## src/rtl/riscv_pkg.sv

```systemverilog
// Shared encodings for the multi-cycle RV32I control path: opcodes,
// ALU operation codes, controller states and datapath mux selects.
package riscv_pkg;

    localparam logic [6:0] OP_R      = 7'b0110011;
    localparam logic [6:0] OP_I      = 7'b0010011;
    localparam logic [6:0] OP_LOAD   = 7'b0000011;
    localparam logic [6:0] OP_STORE  = 7'b0100011;
    localparam logic [6:0] OP_BRANCH = 7'b1100011;
    localparam logic [6:0] OP_JAL    = 7'b1101111;
    localparam logic [6:0] OP_LUI    = 7'b0110111;

    typedef enum logic [3:0] {
        ALU_ADD    = 4'd0,
        ALU_SUB    = 4'd1,
        ALU_SLL    = 4'd2,
        ALU_SLT    = 4'd3,
        ALU_SLTU   = 4'd4,
        ALU_XOR    = 4'd5,
        ALU_SRL    = 4'd6,
        ALU_SRA    = 4'd7,
        ALU_OR     = 4'd8,
        ALU_AND    = 4'd9,
        ALU_PASS_B = 4'd10
    } alu_op_e;

    typedef enum logic [3:0] {
        S_FETCH,
        S_DECODE,
        S_EXEC_R,
        S_EXEC_I,
        S_EXEC_LUI,
        S_MEM_ADDR,
        S_MEM_RD,
        S_MEM_WR,
        S_WB_ALU,
        S_WB_MEM,
        S_BRANCH,
        S_JAL,
        S_TRAP
    } ctrl_state_e;

    // Which kind of ALU operation the controller wants; the decoder turns
    // the register/immediate classes into a concrete op from funct3/funct7.
    typedef enum logic [2:0] {
        CLS_ADD,
        CLS_SUB,
        CLS_PASS_B,
        CLS_R,
        CLS_I
    } alu_class_e;

    localparam logic [1:0] SRC_A_PC     = 2'd0;
    localparam logic [1:0] SRC_A_RS1    = 2'd1;
    localparam logic [1:0] SRC_A_OLDPC  = 2'd2;

    localparam logic [1:0] SRC_B_RS2    = 2'd0;
    localparam logic [1:0] SRC_B_IMM    = 2'd1;
    localparam logic [1:0] SRC_B_FOUR   = 2'd2;

    localparam logic [1:0] RES_ALUOUT   = 2'd0;
    localparam logic [1:0] RES_MEMDATA  = 2'd1;
    localparam logic [1:0] RES_ALU      = 2'd2;

    localparam logic       ADDR_PC      = 1'b0;
    localparam logic       ADDR_ALUOUT  = 1'b1;

endpackage

```

## src/rtl/alu_decoder.sv

```systemverilog
// Maps the controller's requested ALU class plus funct3/funct7_b5 onto a
// concrete ALU operation. Purely combinational.
module alu_decoder
    import riscv_pkg::*;
(
    input  alu_class_e alu_class_i,
    input  logic [2:0] funct3_i,
    input  logic       funct7_b5_i,
    output alu_op_e    alu_ctrl_o
);

    // funct7_b5 selects SUB only for register ops; for immediates it only matters for SRAI
    always_comb begin
        alu_ctrl_o = ALU_ADD;
        case (alu_class_i)
            CLS_SUB:    alu_ctrl_o = ALU_SUB;
            CLS_PASS_B: alu_ctrl_o = ALU_PASS_B;
            CLS_R, CLS_I: begin
                case (funct3_i)
                    3'b000:  alu_ctrl_o = (alu_class_i == CLS_R && funct7_b5_i) ? ALU_SUB : ALU_ADD;
                    3'b001:  alu_ctrl_o = ALU_SLL;
                    3'b010:  alu_ctrl_o = ALU_SLT;
                    3'b011:  alu_ctrl_o = ALU_SLTU;
                    3'b100:  alu_ctrl_o = ALU_XOR;
                    3'b101:  alu_ctrl_o = funct7_b5_i ? ALU_SRA : ALU_SRL;
                    3'b110:  alu_ctrl_o = ALU_OR;
                    default: alu_ctrl_o = ALU_AND;
                endcase
            end
            default:    alu_ctrl_o = ALU_ADD;
        endcase
    end

endmodule

```

## src/rtl/multicycle_controller.sv

```systemverilog
// Main control FSM of the multi-cycle RV32I core. Steady control levels are
// registered from the next state; strobes that depend on a same-cycle input
// (memory ready, ALU zero) are combined with the registered state.
module multicycle_controller
    import riscv_pkg::*;
#(
    parameter int MEM_TIMEOUT = 16
) (
    input  logic       clk,
    input  logic       rst,
    input  logic [6:0] opcode,
    input  logic [2:0] funct3,
    input  logic       funct7_b5,
    input  logic       alu_zero,
    input  logic       mem_ready,
    output logic       mem_req,
    output logic       mem_we,
    output logic       addr_src,
    output logic       ir_write,
    output logic       pc_write,
    output logic       reg_write,
    output logic [1:0] alu_src_a,
    output logic [1:0] alu_src_b,
    output logic [3:0] alu_ctrl,
    output logic [1:0] result_src,
    output logic       retire,
    output logic       trap
);

    localparam int              CntW    = $clog2(MEM_TIMEOUT + 1);
    localparam logic [CntW-1:0] CntLast = CntW'(MEM_TIMEOUT - 1);

    ctrl_state_e     state_q, state_d;
    logic [CntW-1:0] tmoCnt_q, tmoCnt_d;
    logic            memReq_q, memWe_q, addrSrc_q;
    logic            regWrite_q, pcWrite_q, retire_q, trap_q;
    logic [1:0]      aluSrcA_q, aluSrcB_q, resultSrc_q;
    alu_op_e         aluCtrl_q, aluCtrl_d;
    alu_class_e      aluClass_d;
    logic            memDone, memWait, branchOk, branchTake;

    assign memDone    = memReq_q & mem_ready;
    assign memWait    = memReq_q & ~mem_ready;
    assign branchOk   = (funct3 == 3'b000) || (funct3 == 3'b001);
    assign branchTake = alu_zero ^ funct3[0];

    alu_decoder u_aluDecoder (
        .alu_class_i (aluClass_d),
        .funct3_i    (funct3),
        .funct7_b5_i (funct7_b5),
        .alu_ctrl_o  (aluCtrl_d)
    );

    // Next state, wait-cycle counter and the ALU class wanted in the next state
    always_comb begin
        state_d  = state_q;
        tmoCnt_d = memWait ? tmoCnt_q + 1'b1 : '0;
        case (state_q)
            S_FETCH:    if (memDone) state_d = S_DECODE;
            S_DECODE: begin
                case (opcode)
                    OP_R:               state_d = S_EXEC_R;
                    OP_I:               state_d = S_EXEC_I;
                    OP_LOAD, OP_STORE:  state_d = S_MEM_ADDR;
                    OP_BRANCH:          state_d = S_BRANCH;
                    OP_JAL:             state_d = S_JAL;
                    OP_LUI:             state_d = S_EXEC_LUI;
                    default:            state_d = S_TRAP;
                endcase
            end
            S_EXEC_R, S_EXEC_I, S_EXEC_LUI: state_d = S_WB_ALU;
            S_MEM_ADDR: state_d = (opcode == OP_STORE) ? S_MEM_WR : S_MEM_RD;
            S_MEM_RD:   if (memDone) state_d = S_WB_MEM;
            S_MEM_WR:   if (memDone) state_d = S_FETCH;
            S_WB_ALU, S_WB_MEM, S_JAL: state_d = S_FETCH;
            S_BRANCH:   state_d = branchOk ? S_FETCH : S_TRAP;
            S_TRAP:     state_d = S_TRAP;
            default:    state_d = S_TRAP;
        endcase
        if (memWait && tmoCnt_q == CntLast) state_d = S_TRAP;

        case (state_d)
            S_EXEC_R:   aluClass_d = CLS_R;
            S_EXEC_I:   aluClass_d = CLS_I;
            S_EXEC_LUI: aluClass_d = CLS_PASS_B;
            S_BRANCH:   aluClass_d = CLS_SUB;
            default:    aluClass_d = CLS_ADD;
        endcase
    end

    // State register plus the control levels registered for the state being entered
    always_ff @(posedge clk) begin
        if (rst) begin
            state_q     <= S_FETCH;
            tmoCnt_q    <= '0;
            memReq_q    <= 1'b0;
            memWe_q     <= 1'b0;
            addrSrc_q   <= ADDR_PC;
            regWrite_q  <= 1'b0;
            pcWrite_q   <= 1'b0;
            retire_q    <= 1'b0;
            trap_q      <= 1'b0;
            aluSrcA_q   <= SRC_A_PC;
            aluSrcB_q   <= SRC_B_RS2;
            resultSrc_q <= RES_ALUOUT;
            aluCtrl_q   <= ALU_ADD;
        end else begin
            state_q     <= state_d;
            tmoCnt_q    <= tmoCnt_d;
            memReq_q    <= 1'b0;
            memWe_q     <= 1'b0;
            addrSrc_q   <= ADDR_PC;
            regWrite_q  <= 1'b0;
            pcWrite_q   <= 1'b0;
            retire_q    <= 1'b0;
            trap_q      <= (state_d == S_TRAP);
            aluSrcA_q   <= SRC_A_PC;
            aluSrcB_q   <= SRC_B_RS2;
            resultSrc_q <= RES_ALUOUT;
            aluCtrl_q   <= aluCtrl_d;
            case (state_d)
                S_FETCH: begin
                    memReq_q    <= 1'b1;
                    aluSrcB_q   <= SRC_B_FOUR;
                    resultSrc_q <= RES_ALU;
                end
                S_DECODE: begin
                    aluSrcA_q <= SRC_A_OLDPC;
                    aluSrcB_q <= SRC_B_IMM;
                end
                S_EXEC_R, S_BRANCH: begin
                    aluSrcA_q <= SRC_A_RS1;
                    aluSrcB_q <= SRC_B_RS2;
                end
                S_EXEC_I, S_MEM_ADDR: begin
                    aluSrcA_q <= SRC_A_RS1;
                    aluSrcB_q <= SRC_B_IMM;
                end
                S_EXEC_LUI: aluSrcB_q <= SRC_B_IMM;
                S_MEM_RD: begin
                    memReq_q  <= 1'b1;
                    addrSrc_q <= ADDR_ALUOUT;
                end
                S_MEM_WR: begin
                    memReq_q  <= 1'b1;
                    memWe_q   <= 1'b1;
                    addrSrc_q <= ADDR_ALUOUT;
                end
                S_WB_ALU: begin
                    regWrite_q <= 1'b1;
                    retire_q   <= 1'b1;
                end
                S_WB_MEM: begin
                    resultSrc_q <= RES_MEMDATA;
                    regWrite_q  <= 1'b1;
                    retire_q    <= 1'b1;
                end
                S_JAL: begin
                    aluSrcA_q   <= SRC_A_OLDPC;
                    aluSrcB_q   <= SRC_B_FOUR;
                    resultSrc_q <= RES_ALU;
                    regWrite_q  <= 1'b1;
                    pcWrite_q   <= 1'b1;
                    retire_q    <= 1'b1;
                end
                default: ;
            endcase
        end
    end

    // Strobes are suppressed while rst is high so a reset cycle commits nothing
    always_comb begin
        ir_write  = ~rst & (state_q == S_FETCH) & memDone;
        pc_write  = ~rst & (pcWrite_q
                          | ((state_q == S_FETCH) & memDone)
                          | ((state_q == S_BRANCH) & branchOk & branchTake));
        reg_write = ~rst & regWrite_q;
        retire    = ~rst & (retire_q
                          | ((state_q == S_MEM_WR) & memDone)
                          | ((state_q == S_BRANCH) & branchOk));
    end

    assign mem_req    = memReq_q;
    assign mem_we     = memWe_q;
    assign addr_src   = addrSrc_q;
    assign alu_src_a  = aluSrcA_q;
    assign alu_src_b  = aluSrcB_q;
    assign result_src = resultSrc_q;
    assign alu_ctrl   = aluCtrl_q;
    assign trap       = trap_q;

endmodule

```

## config.mk

```make
export PLATFORM = sky130hd
export DESIGN_NAME = multicycle_controller
export DESIGN_NICKNAME = d
export VERILOG_FILES = /design/src/rtl/riscv_pkg.sv /design/src/rtl/alu_decoder.sv /design/src/rtl/multicycle_controller.sv
export SDC_FILE = /design/constraint.sdc
export NUM_CORES = 1
export LEC_CHECK = 0
export ABC_AREA = 1
export CORE_ASPECT_RATIO = 1.2
export CORE_UTILIZATION = 44
export DETAILED_ROUTE_END_ITERATION = 12
export GPL_ROUTABILITY_DRIVEN = 0
export PLACE_DENSITY_LB_ADDON = 0.05
export SLEW_MARGIN = 40
export SYNTH_ARGS = -nofsm -noshare
export SYNTH_HDL_FRONTEND = slang
export SYNTH_SLANG_ARGS = --single-unit
```

## constraint.sdc

```tcl
create_clock -name clk -period 1.8 [get_ports clk]
set_input_delay 0.36 -clock clk [delete_from_list [all_inputs] [get_ports clk]]
set_output_delay 0.36 -clock clk [all_outputs]
set_load 0.02 [all_outputs]
```

Word-level counts from Yosys, hierarchy flattened
Cells that the tools add are included.
- equality and inequality tests: 41
- multiplexer cells: 21
- reduce and logical (&&, ||, !) cells: 18
- $add $sub $neg: 1
- bitwise gates (word level): 19
- operators by type and width (operator ; number):
    equality test 4 bit, second input constant ; 9
    equality test 4 x 3 -> 1 bit, second input constant ; 8
    one-hot mux 4 bit (8 select lines) ; 1
    one-hot mux 4 bit (7 select lines) ; 1
    one-hot mux 4 bit (6 select lines) ; 1
    equality test 7 x 6 -> 1 bit, second input constant ; 3
    2-to-1 mux 4 bit ; 5
    equality test 4 x 2 -> 1 bit, second input constant ; 4
    equality test 7 bit, second input constant ; 2
    equality test 3 x 2 -> 1 bit, second input constant ; 4
    equality test 3 bit, second input constant ; 4
    one-hot mux 2 bit (2 select lines) ; 3
    one-hot mux 3 bit (4 select lines) ; 1
    one-hot mux 4 bit (3 select lines) ; 1
    OR reduction 2 bit ; 6
    OR reduction 3 bit ; 4
    AND 1 bit ; 11
    equality test 4 x 1 -> 1 bit, second input constant ; 2
    zero test 4 bit ; 2
    2-to-1 mux 1 bit ; 8
    OR reduction 4 bit ; 2
    equality test 7 x 2 -> 1 bit, second input constant ; 1
    equality test 7 x 5 -> 1 bit, second input constant ; 1
    equality test 3 x 1 -> 1 bit, second input constant ; 2
    other kinds (8) ; 14
- bits of input ports: 15
- logic and storage cells: 112
- register bits: 25

Depth between registers and ports, before layout
Gate-level depths: netlist of the first run.
- word-level depth: 12
- depth in mapped cells: 16
- mapped depth without buffers: 16

Modules after synthesis
From an unflattened synthesis of the first run, not the netlist that was laid out.
- cells, all modules: 219
- area, all modules: 1427.6 um^2
- modules (own cells, without submodules) (module ; times used ; cells an instance ; area each (um^2) ; seq. area each (um^2)):
    multicycle_controller ; 1 ; 187 ; 1281.2 ; 500.5
    alu_decoder ; 1 ; 32 ; 146.4 ; 0.0

Worst setup path after synthesis of the first run
No wires, ideal clock.
- kind: reg2reg
- from: reg tmoCnt_q[0]
- to: reg aluSrcA_q[0], in the netlist alu_src_a[0]
- clock period less this slack: 1793 ps
- path slack: 7 ps
- setup time: 113 ps
- data required time: 1687 ps
- stages on the path, launching flop included: 17
- arrival time: 1680 ps
- cell sequence: dfxtp_1 -> ha_1 -> nand2_1 -> nor2_1 -> ha_1 -> nand3_2 -> nand2_1 -> inv_1 -> nand2_1 -> nor2_2 -> nand2_4 -> inv_2 -> nor2_2 -> nand3_1 -> o21ai_1 -> o21ai_1 -> inv_1
- cells in the longest elaborated chain, start to end: 6
- elaborated cells on any way between the ends: 12
- ends and longest elaborated chain (element ; line ; RTL):
    start, declared ; multicycle_controller.sv:34 ; logic [CntW-1:0] tmoCnt_q, tmoCnt_d;
    start signal, assigned ; multicycle_controller.sv:109 ; tmoCnt_q <= tmoCnt_d;
    equality test 5 x 4 -> 1 bit * ; multicycle_controller.sv:80 ; if (memWait && tmoCnt_q == CntLast) state_d = S_TRAP;
    logical AND 1 bit * ; multicycle_controller.sv:80 ;
    2-to-1 mux 4 bit * ; multicycle_controller.sv:80 ;
    equality test 4 x 2 -> 1 bit (tied with other cells) ; multicycle_controller.sv:121 ; case (state_d)
    OR reduction 4 bit (no line) / OR reduction 2 bit (equally long branches) ; -- ;
    one-hot mux 2 bit (2 select lines) * ; multicycle_controller.sv:121 ;
    end signal, assigned ; multicycle_controller.sv:117 ; aluSrcA_q <= SRC_A_PC;
    end signal, assigned ; multicycle_controller.sv:128 ; aluSrcA_q <= SRC_A_OLDPC;
    end signal, assigned ; multicycle_controller.sv:132 ; aluSrcA_q <= SRC_A_RS1;
    end, declared ; multicycle_controller.sv:37 ; logic [1:0] aluSrcA_q, aluSrcB_q, resultSrc_q;
Mark *: on every way between the ends. The rest lies on a longest branch, timed or not.
A chain may end at the register's enable or synchronous reset.

Worst setup path after layout of the first run
- from: reg tmoCnt_q[0]
- to: reg aluCtrl_q[1], in the netlist alu_ctrl[1]
- cells in the longest elaborated chain, start to end: 8
- elaborated cells on any way between the ends: 14
- ends and longest elaborated chain (element ; line ; RTL):
    equality test 5 x 4 -> 1 bit * ; multicycle_controller.sv:80 ;
    logical AND 1 bit * ; multicycle_controller.sv:80 ;
    2-to-1 mux 4 bit * ; multicycle_controller.sv:80 ;
    equality test 4 bit (tied with other cells) ; multicycle_controller.sv:82 ; case (state_d)
    one-hot mux 3 bit (4 select lines) * ; multicycle_controller.sv:82 ;
    equality test 3 bit / equality test 3 x 2 -> 1 bit (equally long branches) ; alu_decoder.sv:15 ; case (alu_class_i)
    OR reduction 2 bit ; alu_decoder.sv:15 ;
    one-hot mux 4 bit (3 select lines) * ; alu_decoder.sv:15 ;
    end signal, assigned ; multicycle_controller.sv:120 ; aluCtrl_q <= aluCtrl_d;
    end, declared ; multicycle_controller.sv:38 ; alu_op_e aluCtrl_q, aluCtrl_d;
Marked as above.

==> results of run 1 <==
## critical path, stage by stage, from the launching register on
cell and delay [ns]:
dfxtp_2 0.36, ha_4 0.17, nand2_4 0.06, nor2_4 0.04, ha_4 0.16, nand3_4 0.07
nand2_4 0.06, a21oi_2 0.17, nand3_4 0.16, nor2_4 0.20, nand2_2 0.11, inv_2 0.10
o21ai_2 0.05, a21oi_1 0.14
## kinds of logic after synthesis
kind of cell	count (synthesis)	synth area share [%]
AOI/OAI and AO/OA	20	9.79
xor gates and xnor gates	1	0.635
adders and majority gates	2	1.81
buffers and inverters	37	10.1
DFF	25	36.3
and+or+nand+nor	118	41.4
## metrics by stage
| stage | hold slack [ns] | instance area (µm²) | cells |
|---|---|---|---|
| finish | 0.459 | 2350 | 314 |
| global route | 0.456 | 2350 | 314 |
| CTS | 0.471 | 2170 | 311 |
| detailed placement | 0.486 | 2000 | 303 |
| global placement | 0.462 | 2000 | 303 |
| floorplan | 0.418 | 1380 | 203 |
## per-layer routing
layer,vias to the layer above,global-route usage [%],wire [µm]
met1,766,26.8,1620
met2,67,48.4,2390
met3,17,2.90,188
li1,789,-,-
met4,0,11.8,136
met5,-,0,0
## worst paths after layout
path         depth (start not counted)  slack (ns)                       to              startpoint
min                                  2        0.46  alu_src_a[1]$_SDFF_PP0_                     rst
max                                 13       -0.11   alu_ctrl[1]$_SDFF_PP0_  tmoCnt_q[0]$_SDFF_PP0_
max reg2reg                         13       -0.11   alu_ctrl[1]$_SDFF_PP0_  tmoCnt_q[0]$_SDFF_PP0_
min reg2reg                          2        0.55   tmoCnt_q[0]$_SDFF_PP0_  tmoCnt_q[0]$_SDFF_PP0_
## area by class of cell
| cell class | instances | area (µm²) | share of cell area [%] |
|---|---|---|---|
| clock buffers | 3 | 22.5 | 0.959 |
| flip-flops and latches | 25 | 508 | 21.6 |
| multi-input cells | 141 | 986 | 42.0 |
| well taps | 34 | 42.5 | 1.81 |
| clock inverters | 1 | 7.51 | 0.320 |
| repair buffers | 74 | 643 | 27.4 |
| inverters | 36 | 138 | 5.86 |
## flip-flops by register name (all words and copies together) (netlist names)
register    flops
tmoCnt_q        5
state_q         4
trap            1
alu_src_b       2
addr_src        1
retire_q        1
alu_ctrl        4
result_src      2
alu_src_a       2
pcWrite_q       1
mem_req         1
mem_we          1
## power by group through the flow
stage,sequential (W),clock (W),combinational (W)
2_1_floorplan,0.000621,0,0.000125
3_3_place_gp,0.000597,0,0.000306
3_5_place_dp,0.000598,0,0.000314
4_1_cts,0.000589,0.000276,0.000345
5_1_grt,0.000592,0.000295,0.000426
6_report,0.000590,0.000278,0.000399
## what timing repair did
item | 4_1_cts | 5_1_grt
resized for setup | 55 | 40
buffers inserted | 4 | 4
pin swaps | 15 | 16
cloned | 0 | 0
endpoints found under the setup margin | 18 | 19
## cell usage in the layout (no fill, tap or decap), drive strengths merged
master,n
clkinvlp,1
o21ai,9
nand3,16
a31oi,1
inv,36
o31ai,1
xor2,1
o21bai,1
nor3b,1
nor3,10
nand4,3
dfxtp,25
buf,45
nor4,2
clkdlybuf4s15,1
and2,1
ha,2
a21boi,1
clkbuf,3
dlygate4sd2,5
clkdlybuf4s50,23
nand2,45
nor2,40
a21oi,7
==> flow_summary.toml, run 1 <==
[clock_tree]
cts_sinks = 25
htree_levels = 1
cts_tree = "built"
postCtsHoldBufs = 0
cts_buffers = 3
cts-root-buf = "clkbuf_4"
clkSlewWorstSetupHoldPaths_ns = 0.15
cts_max_path_buffers = 2
clkLatencyLatePin_ns = 0.34

[routing]
antenna_left = 0
vias = 1639
wl_per_cell_um = 13.8
drtIter0Drc = 47
routed_via_density = 5.22
wl_um = 4340
dr.pass1.iters = 4
drc = 0

[run_status]
status = "complete, but fails checks"
violations = "negative setup slack"

[power]
vdd_drop_max_mv = 0.482
finalPower_w = 0.00127
internal-power_w = 0.000849
pwr-share-clk_pct = 22.0
p_per_area_nw_per_um2 = 540
cellLeakagePower_nw = 1.07
combPwrFrac_pct = 31.5
p_seq_share_pct = 46.6
p_sw_w = 0.000417
swShare_pct = 33.0

[timing]
layout_setup_ws_ns = -0.113
rsz0062_at_grt = "true"
final-hold-violation-count = 0
finClkSkew_ns = 0.00600
maxSlewHeadroom_pct = 81.0
finalMaxSlewViolations = 0
worst_pin_slew_ns = 0.283
finalSetupTns_ns = -0.556
fin_crit_sh_pct = 106
period_needed_ns = 1.91
setup_violations = 10
max_freq_mhz = 523

[synthesis]
yosysSeqAreaShare_pct = 36.3
syn_inst = 203
synth_top_flop_cell = "dfxtp_1"
synth_top_area_share_pct = 36.3
synth_seq_cells = 25
yosysWarnings = 0
syn_avg_cell_area_um2 = 6.80
mappedNetlistNets = 220
netlist_top_cells_area = "dfxtp_1 36%, nand2_1 11%, inv_1 8.4%"
yosys-top-cells-count = "40 x nand2_1, 31 x inv_1, 29 x nor2_1"
netlist_area_um2 = 1380
synth_edf_count = 0
synth.most_common_cell = "nand2_1"
synth_cell_type_count = 28
async_reset_ff_share_pct = 0
synth_area_leader_cell = "dfxtp_1"

[finish]
fin_nets = 298
finish.utilization_pct = 81.2
syn_to_final_growth_pct = 70.1
n_antenna_cell = 0
drive_gt1_share_pct = 44.3
fillers = 194

[die]
die_w_um = 53.1
dieHeight_um = 63.4
top_level_ports = 33
num_rows = 21
die-area_um2 = 3370
initial_utilization_pct = 47.7
core_area_um2 = 2890

[setup_path]
critPathKind = "reg2reg"
worstPathArrival_ns = 2.20
end_kind = "flop"
required_ns = 2.08
path_max_fanout = 5
crit_path_start_kind = "flop"

[place]
dpl.hpwl_um = 2920
io_buffers = 32
preCtsSetupSlack_ns = -0.592

[hold_path]
min_path_type = "in2reg"

[grt]
grt_pass1_wl_um = 6400
grt_max_degree = 16
gr-total-overflow = 0
grt_pass1_vias = 1579
grt_antenna_before_repair = 0
grtUsageTotal_pct = 25.7

[job]
cap_violations = 0
Power figures use the tool's default switching activity.
==> inputs of run 2 (changes only) <==
- CORE_MARGIN: unset -> 8
- GPL_TIMING_DRIVEN: unset -> 0
==> run 2 against run 1 <==
The flow still finishes with violations (negative setup slack). Total power down 6.5%. Clock power down 7%. First-iteration DRC count down 11%. Worst hold slack worse by 0.0026 ns.
==> flow_summary.toml, run 2 (synthesized netlist as in run 1, its figures left out) <==
[grt]
gr-total-overflow = 0
grt_pass1_vias = 1550
grtUsageTotal_pct = 14.9
grt_max_degree = 16
grt_antenna_before_repair = 0
grt_pass1_wl_um = 6370

[setup_path]
critPathKind = "reg2reg"
crit_start = "tmoCnt_q[0]$_SDFF_PP0_"
worstPathArrival_ns = 2.09
timing.rr.end = "pcWrite_q$_SDFF_PP0_"
reg2reg_depth = 13
crit_path_start_kind = "flop"
required_ns = 2.04
r2r_start = "tmoCnt_q[0]$_SDFF_PP0_"
rrSetupSlack_ns = -0.05
endpoint = "pcWrite_q$_SDFF_PP0_"
end_kind = "flop"
path_max_fanout = 5

[timing]
final-hold-violation-count = 0
rsz0062_at_grt = "true"
setup_violations = 5
finClkSkew_ns = 0.00306
layout_setup_ws_ns = -0.0479
finalMaxSlewViolations = 0
maxSlewHeadroom_pct = 80.4
max_freq_mhz = 541
timing.hold.ws_ns = 0.456
worst_pin_slew_ns = 0.291
period_needed_ns = 1.85
fin_crit_sh_pct = 103

[power]
vdd_drop_max_mv = 0.498
cellLeakagePower_nw = 0.954
p_per_area_nw_per_um2 = 557

[finish]
fin_nets = 274
largest_register_ffs = 5
syn_to_final_growth_pct = 54.2
final_common_cell = "nand2_1"
n_antenna_cell = 0
top_register = "tmoCnt_q"
final_cell_mix = "29 x nand2_1, 25 x inv_1, 25 x nor2_1"
drive_gt1_share_pct = 37.1

[routing]
route.met2.wl_um = 2280
top_layer_used = "met4"
antenna_left = 0
drtIter0Drc = 42
drc = 0
vias = 1495
wl_um = 4120
wl_met3_um = 197
wl_per_cell_um = 14.1
drt-met1-wl_um = 1590
routed_via_density = 5.12
dr.pass1.iters = 4

[die]
top_level_ports = 33
core_area_um2 = 3030
die_w_um = 67.1
num_rows = 22
die-area_um2 = 5190
initial_utilization_pct = 45.6
dieHeight_um = 77.4

[clock_tree]
cts_max_path_buffers = 2
postCtsHoldBufs = 0
cts_tree = "built"
cts_buffers = 3
htree_levels = 1
clkLatencyLatePin_ns = 0.32
cts_sinks = 25
clkSlewWorstSetupHoldPaths_ns = 0.14
cts-root-buf = "clkbuf_4"

[place]
io_buffers = 32
preCtsSetupSlack_ns = -0.739
dpl.hpwl_um = 2800

[hold_path]
min_path_type = "in2reg"
min_path_cells = 3

[run_status]
violations = "negative setup slack"
status = "complete, but fails checks"

[job]
cap_violations = 0
==> run 2: cell count changes in the layout (fill, tap and decap cells not counted), sizes merged <==
cell           change
clkbuf             +1
buf               -25
clkdlybuf4s15      +1
dlygate4sd2        -1
==> run 2: area by class of cell <==
type                    count  area, µm²
fillers                   232        900
repair buffers             49        438
well taps                  36       45.0
clock buffers               3       22.5
plain buffers               1       13.8
clock inverters             1       7.51
flip-flops and latches     25        517
multi-input cells         141        942
inverters                  36        143
==> run 2: worst min-delay path by stage <==
stage / from / end / slack [ns]
floorplan: tmoCnt_q[0]$_SDFF_PP0_ / tmoCnt_q[0]$_SDFF_PP0_ / 0.42
global route: funct3[1] / alu_ctrl[3]$_SDFF_PP0_ / 0.48
finish: funct3[1] / alu_ctrl[3]$_SDFF_PP0_ / 0.46
CTS: funct3[2] / alu_ctrl[3]$_SDFF_PP0_ / 0.47
detailed placement: tmoCnt_q[0]$_SDFF_PP0_ / tmoCnt_q[0]$_SDFF_PP0_ / 0.44
global placement: tmoCnt_q[0]$_SDFF_PP0_ / tmoCnt_q[0]$_SDFF_PP0_ / 0.43
==> run 2: power by group <==
part           internal (W)  switching (W)  leakage (nW)  total, W
Clock             0.0000849       0.000174        0.0139  0.000259
Combinational      0.000146       0.000187         0.733  0.000333
Sequential         0.000577      0.0000165         0.207  0.000593
==> run 2: what timing repair did <==
item,in CTS,in global routing
cloned,0,0
pin swaps,18,20
endpoints found under the setup margin,16,16
resized for setup,57,34
setup buffers,10,7
==> run 2: layer usage <==
metal  track usage (%)  up-vias
li1                  -      746
met1              15.2      712
met2              26.7       30
met3              4.31        7
met4              6.92        0
met5                 0        -
==> run 2: critical path: stages, from the launching register on <==
cell and delay, ns:
dfxtp_2 0.37, ha_4 0.17, nand2_4 0.06, nor2_4 0.04
ha_4 0.16, nand3_4 0.07, nand2_4 0.06, inv_2 0.05
nand2_2 0.04, nor2_2 0.12, nand2_4 0.10, buf_4 0.14
buf_4 0.12, nor4_1 0.25
==> run 2: through the flow <==
step                      area [µm²]  cells  util [%]  setup TNS [ns]  power, W
final                           2130    292      70.3          -0.162   0.00118
after global routing            2130    292      70.3           -1.70   0.00124
after CTS                       1940    285      64.0          -0.107   0.00116
after global placement          1750    271      57.6           -5.72  0.000849
after detailed placement        1750    271      57.6           -6.62  0.000853
after floorplan                 1380    203         -               0  0.000746
